$ cat src/rtl/id_stage_pkg.sv
// Shared decode vocabulary: ALU op codes, RV32I opcodes, immediate kinds and
// the decoded micro-op bundle carried through the id_stage skid buffer.
package id_stage_pkg;

    localparam logic [4:0] IADD = 5'd0;
    localparam logic [4:0] ISUB = 5'd1;
    localparam logic [4:0] IAND = 5'd2;
    localparam logic [4:0] IOR  = 5'd3;
    localparam logic [4:0] IXOR = 5'd4;
    localparam logic [4:0] IPAS = 5'd5;
    localparam logic [4:0] IEQ  = 5'd6;
    localparam logic [4:0] INE  = 5'd7;
    localparam logic [4:0] ILT  = 5'd8;
    localparam logic [4:0] IGE  = 5'd9;
    localparam logic [4:0] ILTU = 5'd10;
    localparam logic [4:0] IGEU = 5'd11;

    localparam logic [6:0] OPC_LUI    = 7'b0110111;
    localparam logic [6:0] OPC_AUIPC  = 7'b0010111;
    localparam logic [6:0] OPC_JAL    = 7'b1101111;
    localparam logic [6:0] OPC_JALR   = 7'b1100111;
    localparam logic [6:0] OPC_BRANCH = 7'b1100011;
    localparam logic [6:0] OPC_LOAD   = 7'b0000011;
    localparam logic [6:0] OPC_STORE  = 7'b0100011;
    localparam logic [6:0] OPC_OPIMM  = 7'b0010011;
    localparam logic [6:0] OPC_OP     = 7'b0110011;

    typedef enum logic [2:0] {
        IMM_NONE,
        IMM_I,
        IMM_S,
        IMM_B,
        IMM_U,
        IMM_J,
        IMM_SH
    } imm_kind_e;

    // imm is kept at 32 bits; it is already sign-extended from instr[31],
    // so widening to XLEN is a plain signed extension.
    typedef struct packed {
        logic [4:0]  alu_op;
        logic [4:0]  rs1;
        logic [4:0]  rs2;
        logic [4:0]  rd;
        logic [31:0] imm;
        logic        a_sel;
        logic        b_sel;
        logic        rd_we;
        logic        is_branch;
        logic        is_jump;
        logic        is_load;
        logic        is_store;
        logic        is_shift;
        logic [2:0]  funct3;
        logic        illegal;
    } decoded_t;

    function automatic logic [31:0] build_imm(input imm_kind_e kind, input logic [31:0] i);
        logic [31:0] r;
        case (kind)
            IMM_I:   r = {{20{i[31]}}, i[31:20]};
            IMM_S:   r = {{20{i[31]}}, i[31:25], i[11:7]};
            IMM_B:   r = {{19{i[31]}}, i[31], i[7], i[30:25], i[11:8], 1'b0};
            IMM_U:   r = {i[31:12], 12'b0};
            IMM_J:   r = {{11{i[31]}}, i[31], i[19:12], i[20], i[30:21], 1'b0};
            IMM_SH:  r = {27'b0, i[24:20]};
            default: r = '0;
        endcase
        return r;
    endfunction

endpackage

$ cat src/rtl/id_stage_if.sv
// Fetch-side and execute-side valid/ready streams of the decode stage.
interface id_stage_if #(
    parameter int XLEN = 32
);
    logic            in_valid;
    logic            in_ready;
    logic [XLEN-1:0] in_pc;
    logic [31:0]     in_instr;

    logic            out_valid;
    logic            out_ready;
    logic [XLEN-1:0] out_pc;
    logic [4:0]      out_alu_op;
    logic [4:0]      out_rs1;
    logic [4:0]      out_rs2;
    logic [4:0]      out_rd;
    logic [XLEN-1:0] out_imm;
    logic            out_a_sel;
    logic            out_b_sel;
    logic            out_rd_we;
    logic            out_is_branch;
    logic            out_is_jump;
    logic            out_is_load;
    logic            out_is_store;
    logic            out_is_shift;
    logic [2:0]      out_funct3;
    logic            out_illegal;

    modport slave (
        input  in_valid, in_pc, in_instr, out_ready,
        output in_ready, out_valid, out_pc, out_alu_op, out_rs1, out_rs2, out_rd,
               out_imm, out_a_sel, out_b_sel, out_rd_we, out_is_branch, out_is_jump,
               out_is_load, out_is_store, out_is_shift, out_funct3, out_illegal
    );

    modport master (
        output in_valid, in_pc, in_instr, out_ready,
        input  in_ready, out_valid, out_pc, out_alu_op, out_rs1, out_rs2, out_rd,
               out_imm, out_a_sel, out_b_sel, out_rd_we, out_is_branch, out_is_jump,
               out_is_load, out_is_store, out_is_shift, out_funct3, out_illegal
    );
endinterface

$ cat src/rtl/id_stage_decode.sv
// Purely combinational RV32I instruction word to micro-op bundle decoder.
module id_decode
    import id_stage_pkg::*;
(
    input  logic [31:0] instr,
    output decoded_t    dec
);
    logic [6:0] opc;
    logic [2:0] f3;
    logic [6:0] f7;
    logic       legal;
    logic       we;
    imm_kind_e  kind;

    assign opc = instr[6:0];
    assign f3  = instr[14:12];
    assign f7  = instr[31:25];

    always_comb begin
        dec        = '0;
        kind       = IMM_NONE;
        legal      = 1'b1;
        we         = 1'b0;
        dec.rs1    = instr[19:15];
        dec.rs2    = instr[24:20];
        dec.rd     = instr[11:7];
        dec.funct3 = f3;
        dec.alu_op = IADD;

        case (opc)
            OPC_LUI: begin
                dec.alu_op = IPAS;
                dec.b_sel  = 1'b1;
                kind       = IMM_U;
                we         = 1'b1;
            end
            OPC_AUIPC: begin
                dec.a_sel = 1'b1;
                dec.b_sel = 1'b1;
                kind      = IMM_U;
                we        = 1'b1;
            end
            OPC_JAL: begin
                dec.a_sel   = 1'b1;
                dec.b_sel   = 1'b1;
                dec.is_jump = 1'b1;
                kind        = IMM_J;
                we          = 1'b1;
            end
            OPC_JALR: begin
                dec.b_sel   = 1'b1;
                dec.is_jump = 1'b1;
                kind        = IMM_I;
                we          = 1'b1;
            end
            OPC_BRANCH: begin
                dec.is_branch = 1'b1;
                kind          = IMM_B;
                case (f3)
                    3'b000:  dec.alu_op = IEQ;
                    3'b001:  dec.alu_op = INE;
                    3'b100:  dec.alu_op = ILT;
                    3'b101:  dec.alu_op = IGE;
                    3'b110:  dec.alu_op = ILTU;
                    3'b111:  dec.alu_op = IGEU;
                    default: legal = 1'b0;
                endcase
            end
            OPC_LOAD: begin
                dec.b_sel   = 1'b1;
                dec.is_load = 1'b1;
                kind        = IMM_I;
                we          = 1'b1;
            end
            OPC_STORE: begin
                dec.b_sel    = 1'b1;
                dec.is_store = 1'b1;
                kind         = IMM_S;
            end
            OPC_OPIMM: begin
                dec.b_sel = 1'b1;
                kind      = IMM_I;
                we        = 1'b1;
                case (f3)
                    3'b000: dec.alu_op = IADD;
                    3'b010: dec.alu_op = ILT;
                    3'b011: dec.alu_op = ILTU;
                    3'b100: dec.alu_op = IXOR;
                    3'b110: dec.alu_op = IOR;
                    3'b111: dec.alu_op = IAND;
                    3'b001: begin
                        dec.alu_op   = IPAS;
                        dec.is_shift = 1'b1;
                        kind         = IMM_SH;
                        legal        = (f7 == 7'b0000000);
                    end
                    default: begin
                        dec.alu_op   = IPAS;
                        dec.is_shift = 1'b1;
                        kind         = IMM_SH;
                        legal        = (f7 == 7'b0000000) || (f7 == 7'b0100000);
                    end
                endcase
            end
            OPC_OP: begin
                we    = 1'b1;
                legal = (f7 == 7'b0000000) || (f7 == 7'b0100000);
                case (f3)
                    3'b000:  dec.alu_op = f7[5] ? ISUB : IADD;
                    3'b010:  dec.alu_op = ILT;
                    3'b011:  dec.alu_op = ILTU;
                    3'b100:  dec.alu_op = IXOR;
                    3'b110:  dec.alu_op = IOR;
                    3'b111:  dec.alu_op = IAND;
                    default: begin
                        dec.alu_op   = IPAS;
                        dec.is_shift = 1'b1;
                    end
                endcase
            end
            default: legal = 1'b0;
        endcase

        if (instr[1:0] != 2'b11)
            legal = 1'b0;

        // Illegal words still travel downstream with a neutral payload so the trap stays precise.
        if (!legal) begin
            dec           = '0;
            dec.rs1       = instr[19:15];
            dec.rs2       = instr[24:20];
            dec.rd        = instr[11:7];
            dec.funct3    = f3;
            dec.alu_op    = IADD;
            dec.illegal   = 1'b1;
            kind          = IMM_NONE;
            we            = 1'b0;
        end

        dec.imm   = build_imm(kind, instr);
        dec.rd_we = we && (instr[11:7] != 5'd0);
    end
endmodule

$ cat src/rtl/id_stage.sv
// Decode stage: id_decode feeding a two-entry skid buffer (M drives outputs, S catches overflow).
module id_stage
    import id_stage_pkg::*;
#(
    parameter int              XLEN         = 32,
    parameter logic [XLEN-1:0] RESET_PC_TAG = '0
) (
    input logic       clk,
    input logic       reset,
    input logic       flush,
    id_stage_if.slave bus
);
    typedef struct packed {
        logic [XLEN-1:0] pc;
        decoded_t        dec;
    } entry_t;

    decoded_t dec;
    entry_t   incoming;
    entry_t   m;
    entry_t   s;
    logic     m_valid;
    logic     s_valid;
    logic     xfer;
    logic     m_free;

    id_decode u_decode (
        .instr (bus.in_instr),
        .dec   (dec)
    );

    assign incoming = {bus.in_pc, dec};

    // in_ready is the inverse of a flop, so it carries no combinational path from out_ready.
    assign bus.in_ready = ~s_valid;
    assign xfer         = bus.in_valid & ~s_valid;
    assign m_free       = ~m_valid | bus.out_ready;

    always_ff @(posedge clk or posedge reset) begin
        if (reset) begin
            m_valid <= 1'b0;
            s_valid <= 1'b0;
            m       <= '0;
            s       <= '0;
        end else if (flush) begin
            m_valid <= 1'b0;
            s_valid <= 1'b0;
        end else if (m_free) begin
            if (s_valid) begin
                m       <= s;
                m_valid <= 1'b1;
                s_valid <= xfer;
                if (xfer)
                    s <= incoming;
            end else begin
                m_valid <= xfer;
                if (xfer)
                    m <= incoming;
            end
        end else if (xfer) begin
            s       <= incoming;
            s_valid <= 1'b1;
        end
    end

    assign bus.out_valid     = m_valid;
    assign bus.out_pc        = m_valid ? m.pc : RESET_PC_TAG;
    assign bus.out_alu_op    = m.dec.alu_op;
    assign bus.out_rs1       = m.dec.rs1;
    assign bus.out_rs2       = m.dec.rs2;
    assign bus.out_rd        = m.dec.rd;
    assign bus.out_imm       = XLEN'(signed'(m.dec.imm));
    assign bus.out_a_sel     = m.dec.a_sel;
    assign bus.out_b_sel     = m.dec.b_sel;
    assign bus.out_rd_we     = m.dec.rd_we;
    assign bus.out_is_branch = m.dec.is_branch;
    assign bus.out_is_jump   = m.dec.is_jump;
    assign bus.out_is_load   = m.dec.is_load;
    assign bus.out_is_store  = m.dec.is_store;
    assign bus.out_is_shift  = m.dec.is_shift;
    assign bus.out_funct3    = m.dec.funct3;
    assign bus.out_illegal   = m.dec.illegal;
endmodule

$ cat src/flat_wrapper.sv
// flat-port wrapper written by rule: the top's interface ports become plain ports
module id_stage_flat import id_stage_pkg::*;
#(
    parameter int              XLEN         = 32,
    parameter logic [XLEN-1:0] RESET_PC_TAG = '0
)
  (clk, reset, flush, bus_in_valid, bus_in_pc, bus_in_instr, bus_out_ready, bus_in_ready, bus_out_valid, bus_out_pc, bus_out_alu_op, bus_out_rs1, bus_out_rs2, bus_out_rd, bus_out_imm, bus_out_a_sel, bus_out_b_sel, bus_out_rd_we, bus_out_is_branch, bus_out_is_jump, bus_out_is_load, bus_out_is_store, bus_out_is_shift, bus_out_funct3, bus_out_illegal);
  id_stage_if #(.XLEN(XLEN)) bus_i ();
  input logic clk;
  input logic reset;
  input logic flush;
  input wire logic [$bits(bus_i.in_valid)-1:0] bus_in_valid;
  input wire logic [$bits(bus_i.in_pc)-1:0] bus_in_pc;
  input wire logic [$bits(bus_i.in_instr)-1:0] bus_in_instr;
  input wire logic [$bits(bus_i.out_ready)-1:0] bus_out_ready;
  output wire logic [$bits(bus_i.in_ready)-1:0] bus_in_ready;
  output wire logic [$bits(bus_i.out_valid)-1:0] bus_out_valid;
  output wire logic [$bits(bus_i.out_pc)-1:0] bus_out_pc;
  output wire logic [$bits(bus_i.out_alu_op)-1:0] bus_out_alu_op;
  output wire logic [$bits(bus_i.out_rs1)-1:0] bus_out_rs1;
  output wire logic [$bits(bus_i.out_rs2)-1:0] bus_out_rs2;
  output wire logic [$bits(bus_i.out_rd)-1:0] bus_out_rd;
  output wire logic [$bits(bus_i.out_imm)-1:0] bus_out_imm;
  output wire logic [$bits(bus_i.out_a_sel)-1:0] bus_out_a_sel;
  output wire logic [$bits(bus_i.out_b_sel)-1:0] bus_out_b_sel;
  output wire logic [$bits(bus_i.out_rd_we)-1:0] bus_out_rd_we;
  output wire logic [$bits(bus_i.out_is_branch)-1:0] bus_out_is_branch;
  output wire logic [$bits(bus_i.out_is_jump)-1:0] bus_out_is_jump;
  output wire logic [$bits(bus_i.out_is_load)-1:0] bus_out_is_load;
  output wire logic [$bits(bus_i.out_is_store)-1:0] bus_out_is_store;
  output wire logic [$bits(bus_i.out_is_shift)-1:0] bus_out_is_shift;
  output wire logic [$bits(bus_i.out_funct3)-1:0] bus_out_funct3;
  output wire logic [$bits(bus_i.out_illegal)-1:0] bus_out_illegal;
  assign bus_i.in_valid = bus_in_valid;
  assign bus_i.in_pc = bus_in_pc;
  assign bus_i.in_instr = bus_in_instr;
  assign bus_i.out_ready = bus_out_ready;
  assign bus_in_ready = bus_i.in_ready;
  assign bus_out_valid = bus_i.out_valid;
  assign bus_out_pc = bus_i.out_pc;
  assign bus_out_alu_op = bus_i.out_alu_op;
  assign bus_out_rs1 = bus_i.out_rs1;
  assign bus_out_rs2 = bus_i.out_rs2;
  assign bus_out_rd = bus_i.out_rd;
  assign bus_out_imm = bus_i.out_imm;
  assign bus_out_a_sel = bus_i.out_a_sel;
  assign bus_out_b_sel = bus_i.out_b_sel;
  assign bus_out_rd_we = bus_i.out_rd_we;
  assign bus_out_is_branch = bus_i.out_is_branch;
  assign bus_out_is_jump = bus_i.out_is_jump;
  assign bus_out_is_load = bus_i.out_is_load;
  assign bus_out_is_store = bus_i.out_is_store;
  assign bus_out_is_shift = bus_i.out_is_shift;
  assign bus_out_funct3 = bus_i.out_funct3;
  assign bus_out_illegal = bus_i.out_illegal;
  id_stage #(.XLEN(XLEN), .RESET_PC_TAG(RESET_PC_TAG)) u_core (.clk(clk), .reset(reset), .flush(flush), .bus(bus_i));
endmodule
$ cat config.mk
export PLATFORM = sky130hd
export DESIGN_NAME = id_stage_flat
export DESIGN_NICKNAME = d
export VERILOG_FILES = /design/src/rtl/id_stage_pkg.sv /design/src/rtl/id_stage_if.sv /design/src/rtl/id_stage_decode.sv /design/src/rtl/id_stage.sv /design/src/flat_wrapper.sv
export SDC_FILE = /design/constraint.sdc
export NUM_CORES = 1
export LEC_CHECK = 0
export BUFFER_PORTS_ARGS = -buffer_cell sky130_fd_sc_hd__buf_2
export CAP_MARGIN = 20
export CORE_MARGIN = 5
export CORE_UTILIZATION = 45
export CTS_BUF_LIST = sky130_fd_sc_hd__clkbuf_2
export DETAILED_ROUTE_END_ITERATION = 10
export PLACE_DENSITY = 0.76
export SYNTH_ARGS = -nofsm -noshare
export SYNTH_HDL_FRONTEND = slang
export SYNTH_SLANG_ARGS = --single-unit
$ cat constraint.sdc
create_clock -name clk -period 18.3 [get_ports clk]
set_input_delay 5.49 -clock clk [delete_from_list [all_inputs] [get_ports clk]]
set_output_delay 5.49 -clock clk [all_outputs]
set_load 0.1 [all_outputs]
==> results.sh, run 1 <==
export IMPL_rr_worst_depth=7
export IMPL_use_met1_pct=27.09
export IMPL_p_int_mw=0.5977
export IMPL_rsz0062_at_grt="no"
export IMPL_power_frac_seq_pct=51.0
export IMPL_setup_tns_ps=0
export IMPL_vias=7478
export IMPL_drive_gt1_share_pct=20.61
export IMPL_p_switching_mw=0.4210
export IMPL_cts_root_buf="clkbuf_2"
export IMPL_arrival_ps=2970
export IMPL_dp_slack_ps=10240
export IMPL_period_minus_slack_ps=8458
export IMPL_routabilityCongestion=0.9127
export IMPL_post_drt_wl_per_cell_um=16.98
export IMPL_grt_use_met3_pct=4.951
export IMPL_ant_nets=0
export IMPL_die_area_sq_um=24120
export IMPL_fmax_ghz=0.1182
export IMPL_p_total_mw=1.019
export IMPL_swShare_pct=41.33
export IMPL_clkPwrFrac_pct=19.5
export IMPL_cts_resized=0
export IMPL_crit_path_end="bus_in_ready"
export IMPL_r2r_end="u_core.bus.out_imm[3]"
export IMPL_ys_seq_area_share_pct=50.58
export IMPL_grt_antenna_before_repair=1
export IMPL_synthSimpleGateAreaFrac_pct=19.39
export IMPL_synth_nets=1104
export IMPL_final_common_cell="nand2_1"
export IMPL_grt_max_degree=109
export IMPL_detail_route_vias_per_cell=5.388
export IMPL_whs_ps=505.7
export IMPL_endpoint_kind="output port"
export IMPL_synth_top_family_by_area="simple AND/OR/NAND/NOR gates"
export IMPL_drtIter0Drc=541
export IMPL_cp_max_fo=34
export IMPL_worst_setup_path_start_kind="register"
export IMPL_cts_made_buffers=17
export IMPL_grt_overflow_total=0
export IMPL_clk_latency_ps=760
export IMPL_final_util_pct=49.35
export IMPL_core_sq_um=20890
export IMPL_cts_hold_buf=0
export IMPL_slew_headroom_pct=28.36
export IMPL_postSynthRegisterBits=192
export IMPL_cts_sinks=192
export IMPL_ys_flop_type="dfrtp_1"
export IMPL_p_leak_nw=5.045
export IMPL_initial_utilization_pct=45.47
export IMPL_synth_cell_types=63
export IMPL_drv_cap=0
export IMPL_critPathRequiredTime_ps=12810
export IMPL_r2r_start="u_core.bus.out_valid"
export IMPL_grt_pass1_vias=7280
export IMPL_slew_violations=0
export IMPL_post_cts_buffers=0
export IMPL_setup_viol=0
export IMPL_synth_fa_ha_area_share_pct=0.6586
export IMPL_rows=53
export IMPL_firstDrtPassIters=5
export IMPL_cts_tree="built"
export IMPL_p_comb_share_pct=29.5
export IMPL_yosysWarnings=0
export IMPL_final_nets=1172
export IMPL_drc=0
export IMPL_tightest_slew_ps=1075
export IMPL_r2r_slack_ps=14830
export IMPL_ir_drop_uv=64.65
export IMPL_layout_common_cells="nand2_1 (264), dfrtp_1 (191), buf_2 (165)"
export IMPL_syn_instance_count=1030
export IMPL_path_clk_slew_ps=260
export IMPL_die_h_um=155.3
export IMPL_async_reset_ff_share_pct=100.0
export IMPL_synth_compound_area_share_pct=15.15
export IMPL_grt_usage_pct=19.60
export IMPL_synth_edf_count=0
export IMPL_power_density_nw_per_um2=98.82
export IMPL_muxShareOfSynthArea_pct=6.336
export IMPL_die_w_um=155.3
export IMPL_fin_crit_sh_pct=46.22
export IMPL_startpoint="u_core.s_valid"
export IMPL_synth_xor_area_share_pct=0.09220
export IMPL_grt_first_pass_wirelength_mm=38.25
export IMPL_cts_htree_levels=4
export IMPL_post_dp_hpwl_mm=15.58
export IMPL_worstSetupPathType="register to output port"
export IMPL_syn2layout_area_growth_pct=8.522
export IMPL_skew_ps=25.71
export IMPL_port_buffers=165
export IMPL_io_pins=167
export IMPL_busiest_layer="met2"
export IMPL_hold_path_class="register to register"
export IMPL_status="finished, final reports clean"
export IMPL_netlist_area_sq_um=9499
export IMPL_avgSynthCellArea_sq_um=9.222
export IMPL_clock_path_buffers=2
export IMPL_met2_usage_pct=30.67
export IMPL_wirelength_mm=23.57
export IMPL_setup_ws_ps=9842
export IMPL_hold_violations=0
-- power by group through the flow --
stage | Combinational [mW] | Sequential, mW | Clock (mW)
6_report | 0.301 | 0.520 | 0.198
2_1_floorplan | 0.264 | 0.524 | 0
3_3_place_gp | 0.298 | 0.525 | 0
5_1_grt | 0.322 | 0.528 | 0.223
3_5_place_dp | 0.302 | 0.528 | 0
4_1_cts | 0.303 | 0.520 | 0.206
-- flip-flops by register name (all words and copies together), names as in the netlist, 3 cells and up --
| register | count |
|---|---|
| u_core.bus.out_alu_op | 4 |
| u_core.bus.out_rs2 | 5 |
| u_core.bus.out_rs1 | 5 |
| u_core.bus.out_funct3 | 3 |
| u_core.s | 95 |
| u_core.bus.out_imm | 32 |
| u_core.bus.out_rd | 5 |
| u_core.m | 32 |
-- how the worst min path moves through the flow --
stage,to,slack [ps],start,depth (start not counted)
2_1_floorplan,u_core.s[61],440,u_core.s[61],1
3_3_place_gp,u_core.s[61],450,u_core.s[61],1
3_5_place_dp,u_core.s[61],460,u_core.s[61],1
4_1_cts,u_core.s[61],510,u_core.s[61],1
5_1_grt,u_core.s[6],530,u_core.s[6],2
6_report,u_core.s[6],510,u_core.s[6],2
-- final cells by class --
type | instances | area (sq um)
Antenna cell | 2 | 5.005
Clock buffer | 19 | 95.09
Clock inverter | 13 | 112.6
Fill cell | 1979 | 10580
Inverter | 13 | 56.30
Multi-Input combinational cell | 701 | 3981
Sequential cell | 192 | 4808
Tap cell | 275 | 344.1
Timing Repair Buffer | 173 | 905.9
-- Yosys cell counts, drive strengths merged, types with 2 or more instances --
library cell    n  share of area, %
nor4            4              0.26
nor2b           2              0.13
a22oi           2              0.16
clkbuf         53               2.1
o21bai          2              0.16
o22ai           4              0.26
o311ai          2              0.18
o31ai           4              0.46
nand2         265                10
nand3           5              0.26
mux2i          59               6.2
a221o           7              0.75
a22o            6              0.55
nor3b           8              0.63
and3           13              0.86
o21ai          92               4.8
a211oi         18               1.8
a221oi          7              0.65
a21oi          32               1.7
nand2b          5              0.33
a222oi          4              0.42
a21o            4              0.32
dfrtp         192                51
a31oi           7              0.46
buf            71               5.2
a211o           7              0.65
a2111oi         3              0.47
ha              5              0.66
inv            13              0.51
and2           34               2.2
nor3           16              0.84
nor2           56               2.3
o211ai          5              0.40
or3             4              0.26
-- cell families after synthesis --
group / Yosys count
AND/OR/NAND/NOR: 419
AO/OA/AOI/OAI: 215
flip-flops: 192
buffers and inverters: 137
multiplexers: 60
adder cells (fa/ha/maj): 5
other: 1
XOR/XNOR: 1
-- metrics by stage --
stage / std cells / cell area [sq um]
finish: 1388 / 10310
global route: 1387 / 10310
global placement: 1353 / 10070
CTS: 1385 / 10280
detailed placement: 1353 / 10070
floorplan: 1030 / 9499
-- metal layers --
layer | share of wire, % | wire, um
met1 | 45 | 10500
met2 | 47 | 11080
met5 | 0 | 0
met4 | 1.7 | 389
met3 | 6.8 | 1599
-- critical path, stage by stage (launching register included) --
cell,delay [ps]
dfrtp_4,780
inv_1,840
buf_2,580
No activity file was read; power rests on OpenSTA's default activity.
==> run 2: changes to the inputs <==
==> constraint.sdc (replaced) <==
create_clock -name clk -period 8.8 [get_ports clk]
set_input_delay 2.64 -clock clk [delete_from_list [all_inputs] [get_ports clk]]
set_output_delay 2.64 -clock clk [all_outputs]
set_load 0.1 [all_outputs]
==> results.sh, run 2 (synthesis results as in run 1) <==
export IMPL_ir_drop_uv=101.2
export IMPL_dp_cells=1353
export IMPL_grt_overflow_total=0
export IMPL_cts_root_buf="clkbuf_2"
export IMPL_cts_hold_buf=0
export IMPL_detail_route_vias_per_cell=5.385
export IMPL_routabilityCongestion=0.9142
export IMPL_hold_violations=0
export IMPL_power_frac_seq_pct=48.7
export IMPL_initial_utilization_pct=45.47
export IMPL_firstDrtPassIters=5
export IMPL_final_nets=1172
export IMPL_fmax_ghz=0.1790
export IMPL_rows=53
export IMPL_port_buffers=165
export IMPL_fin_crit_sh_pct=63.48
export IMPL_tightest_slew_ps=1101
export IMPL_grt_pass1_vias=7488
export IMPL_cts_resized=0
export IMPL_io_pins=167
export IMPL_slew_violations=0
export IMPL_final_common_cell="nand2_1"
export IMPL_p_int_mw=1.331
export IMPL_drtIter0Drc=547
export IMPL_slew_headroom_pct=26.61
export IMPL_grt_antenna_before_repair=2
export IMPL_path_clk_slew_ps=270
export IMPL_cp_max_fo=34
export IMPL_critPathRequiredTime_ps=6160
export IMPL_post_cts_buffers=0
export IMPL_setup_viol=0
export IMPL_grt_max_degree=109
export IMPL_drc=0
export IMPL_cts_tree="built"
export IMPL_layout_common_cells="nand2_1 (264), dfrtp_1 (191), buf_2 (165)"
export IMPL_wirelength_mm=23.65
export IMPL_worstSetupPathType="register to output port"
export IMPL_setup_tns_ps=0
export IMPL_cts_sinks=192
export IMPL_clkPwrFrac_pct=23.1
export IMPL_clock_path_buffers=2
export IMPL_p_comb_share_pct=28.2
export IMPL_status="finished, final reports clean"
export IMPL_power_density_nw_per_um2=213.5
export IMPL_core_sq_um=20890
export IMPL_die_w_um=155.3
export IMPL_rsz0062_at_grt="no"
export IMPL_p_switching_mw=0.8885
export IMPL_vias=7474
export IMPL_max_flop_register="u_core.s"
export IMPL_arrival_ps=2950
export IMPL_endpoint_kind="output port"
export IMPL_cts_htree_levels=4
export IMPL_hold_path_class="register to register"
export IMPL_worst_setup_path_start_kind="register"
export IMPL_skew_ps=47.12
export IMPL_grt_first_pass_wirelength_mm=38.72
export IMPL_syn2layout_area_growth_pct=9.431
export IMPL_instances_no_fill=1388
export IMPL_drive_gt1_share_pct=20.70
export IMPL_post_drt_wl_per_cell_um=17.04
export IMPL_final_util_pct=49.76
export IMPL_post_dp_hpwl_mm=16.01
export IMPL_p_leak_nw=5.074
export IMPL_largest_reg_flops=95
export IMPL_period_minus_slack_ps=5586
export IMPL_whs_ps=505.8
export IMPL_cts_made_buffers=17
export IMPL_die_h_um=155.3
export IMPL_clk_latency_ps=760
export IMPL_swShare_pct=40.03
export IMPL_drv_cap=0
export IMPL_ant_nets=0
export IMPL_die_area_sq_um=24120
export IMPL_grt_usage_pct=19.79
run 2: worst max-delay path: stages (launching register included):
cell and delay (ps):
dfrtp_4 780, inv_1 830, buf_2 570
run 2: final timing paths:
path	start	end	slack, ps	cells past startpoint
worst max-delay path	u_core.s_valid	bus_in_ready	3210	2
worst min-delay path	u_core.m[66]	u_core.m[66]	510	2
worst max register to register	u_core.bus.out_valid	u_core.bus.out_imm[1]	5390	7
worst min register to register	u_core.m[66]	u_core.m[66]	510	2
max in group asynchronous	reset	u_core.s[66]	5650	4
min in group asynchronous	reset	u_core.s[68]	1910	2
run 2: power groups by stage:
stage | Combinational, mW | Clock [mW] | Sequential [mW]
after floorplan | 0.550 | 0 | 1.09
after global placement | 0.619 | 0 | 1.09
after detailed placement | 0.630 | 0 | 1.10
after CTS | 0.630 | 0.527 | 1.08
after global routing | 0.671 | 0.559 | 1.10
final | 0.626 | 0.513 | 1.08
run 2: area by class of cell:
cell class	instances	area (sq um)
fillers	2020	10490
flip-flops and latches	192	4808
multi-input cells	701	3981
repair buffers	173	905.9
well taps	275	344.1
clock inverters	14	203.9
clock buffers	18	90.09
inverters	13	56.30
diodes	2	5.005
run 2: metal layers:
| metal | part of all wire [%] | track usage [%] | vias to the layer above | wire length [um] |
|---|---|---|---|---|
| li1 | - | - | 3583 | - |
| met1 | 45 | 26.65 | 3635 | 10600 |
| met2 | 47 | 31.41 | 222 | 11080 |
| met3 | 6.2 | 5.229 | 34 | 1473 |
| met4 | 2.1 | 6.336 | 0 | 501 |
| met5 | 0 | 0 | - | 0 |
run 2: stage by stage:
step / setup slack, ps / power, mW / area (sq um)
after floorplan: 932.8 / 1.640 / 9499
after global placement: 3650 / 1.712 / 10070
after detailed placement: 3615 / 1.728 / 10070
after CTS: 3098 / 2.239 / 10360
after global routing: 2994 / 2.329 / 10400
final: 3214 / 2.220 / 10400
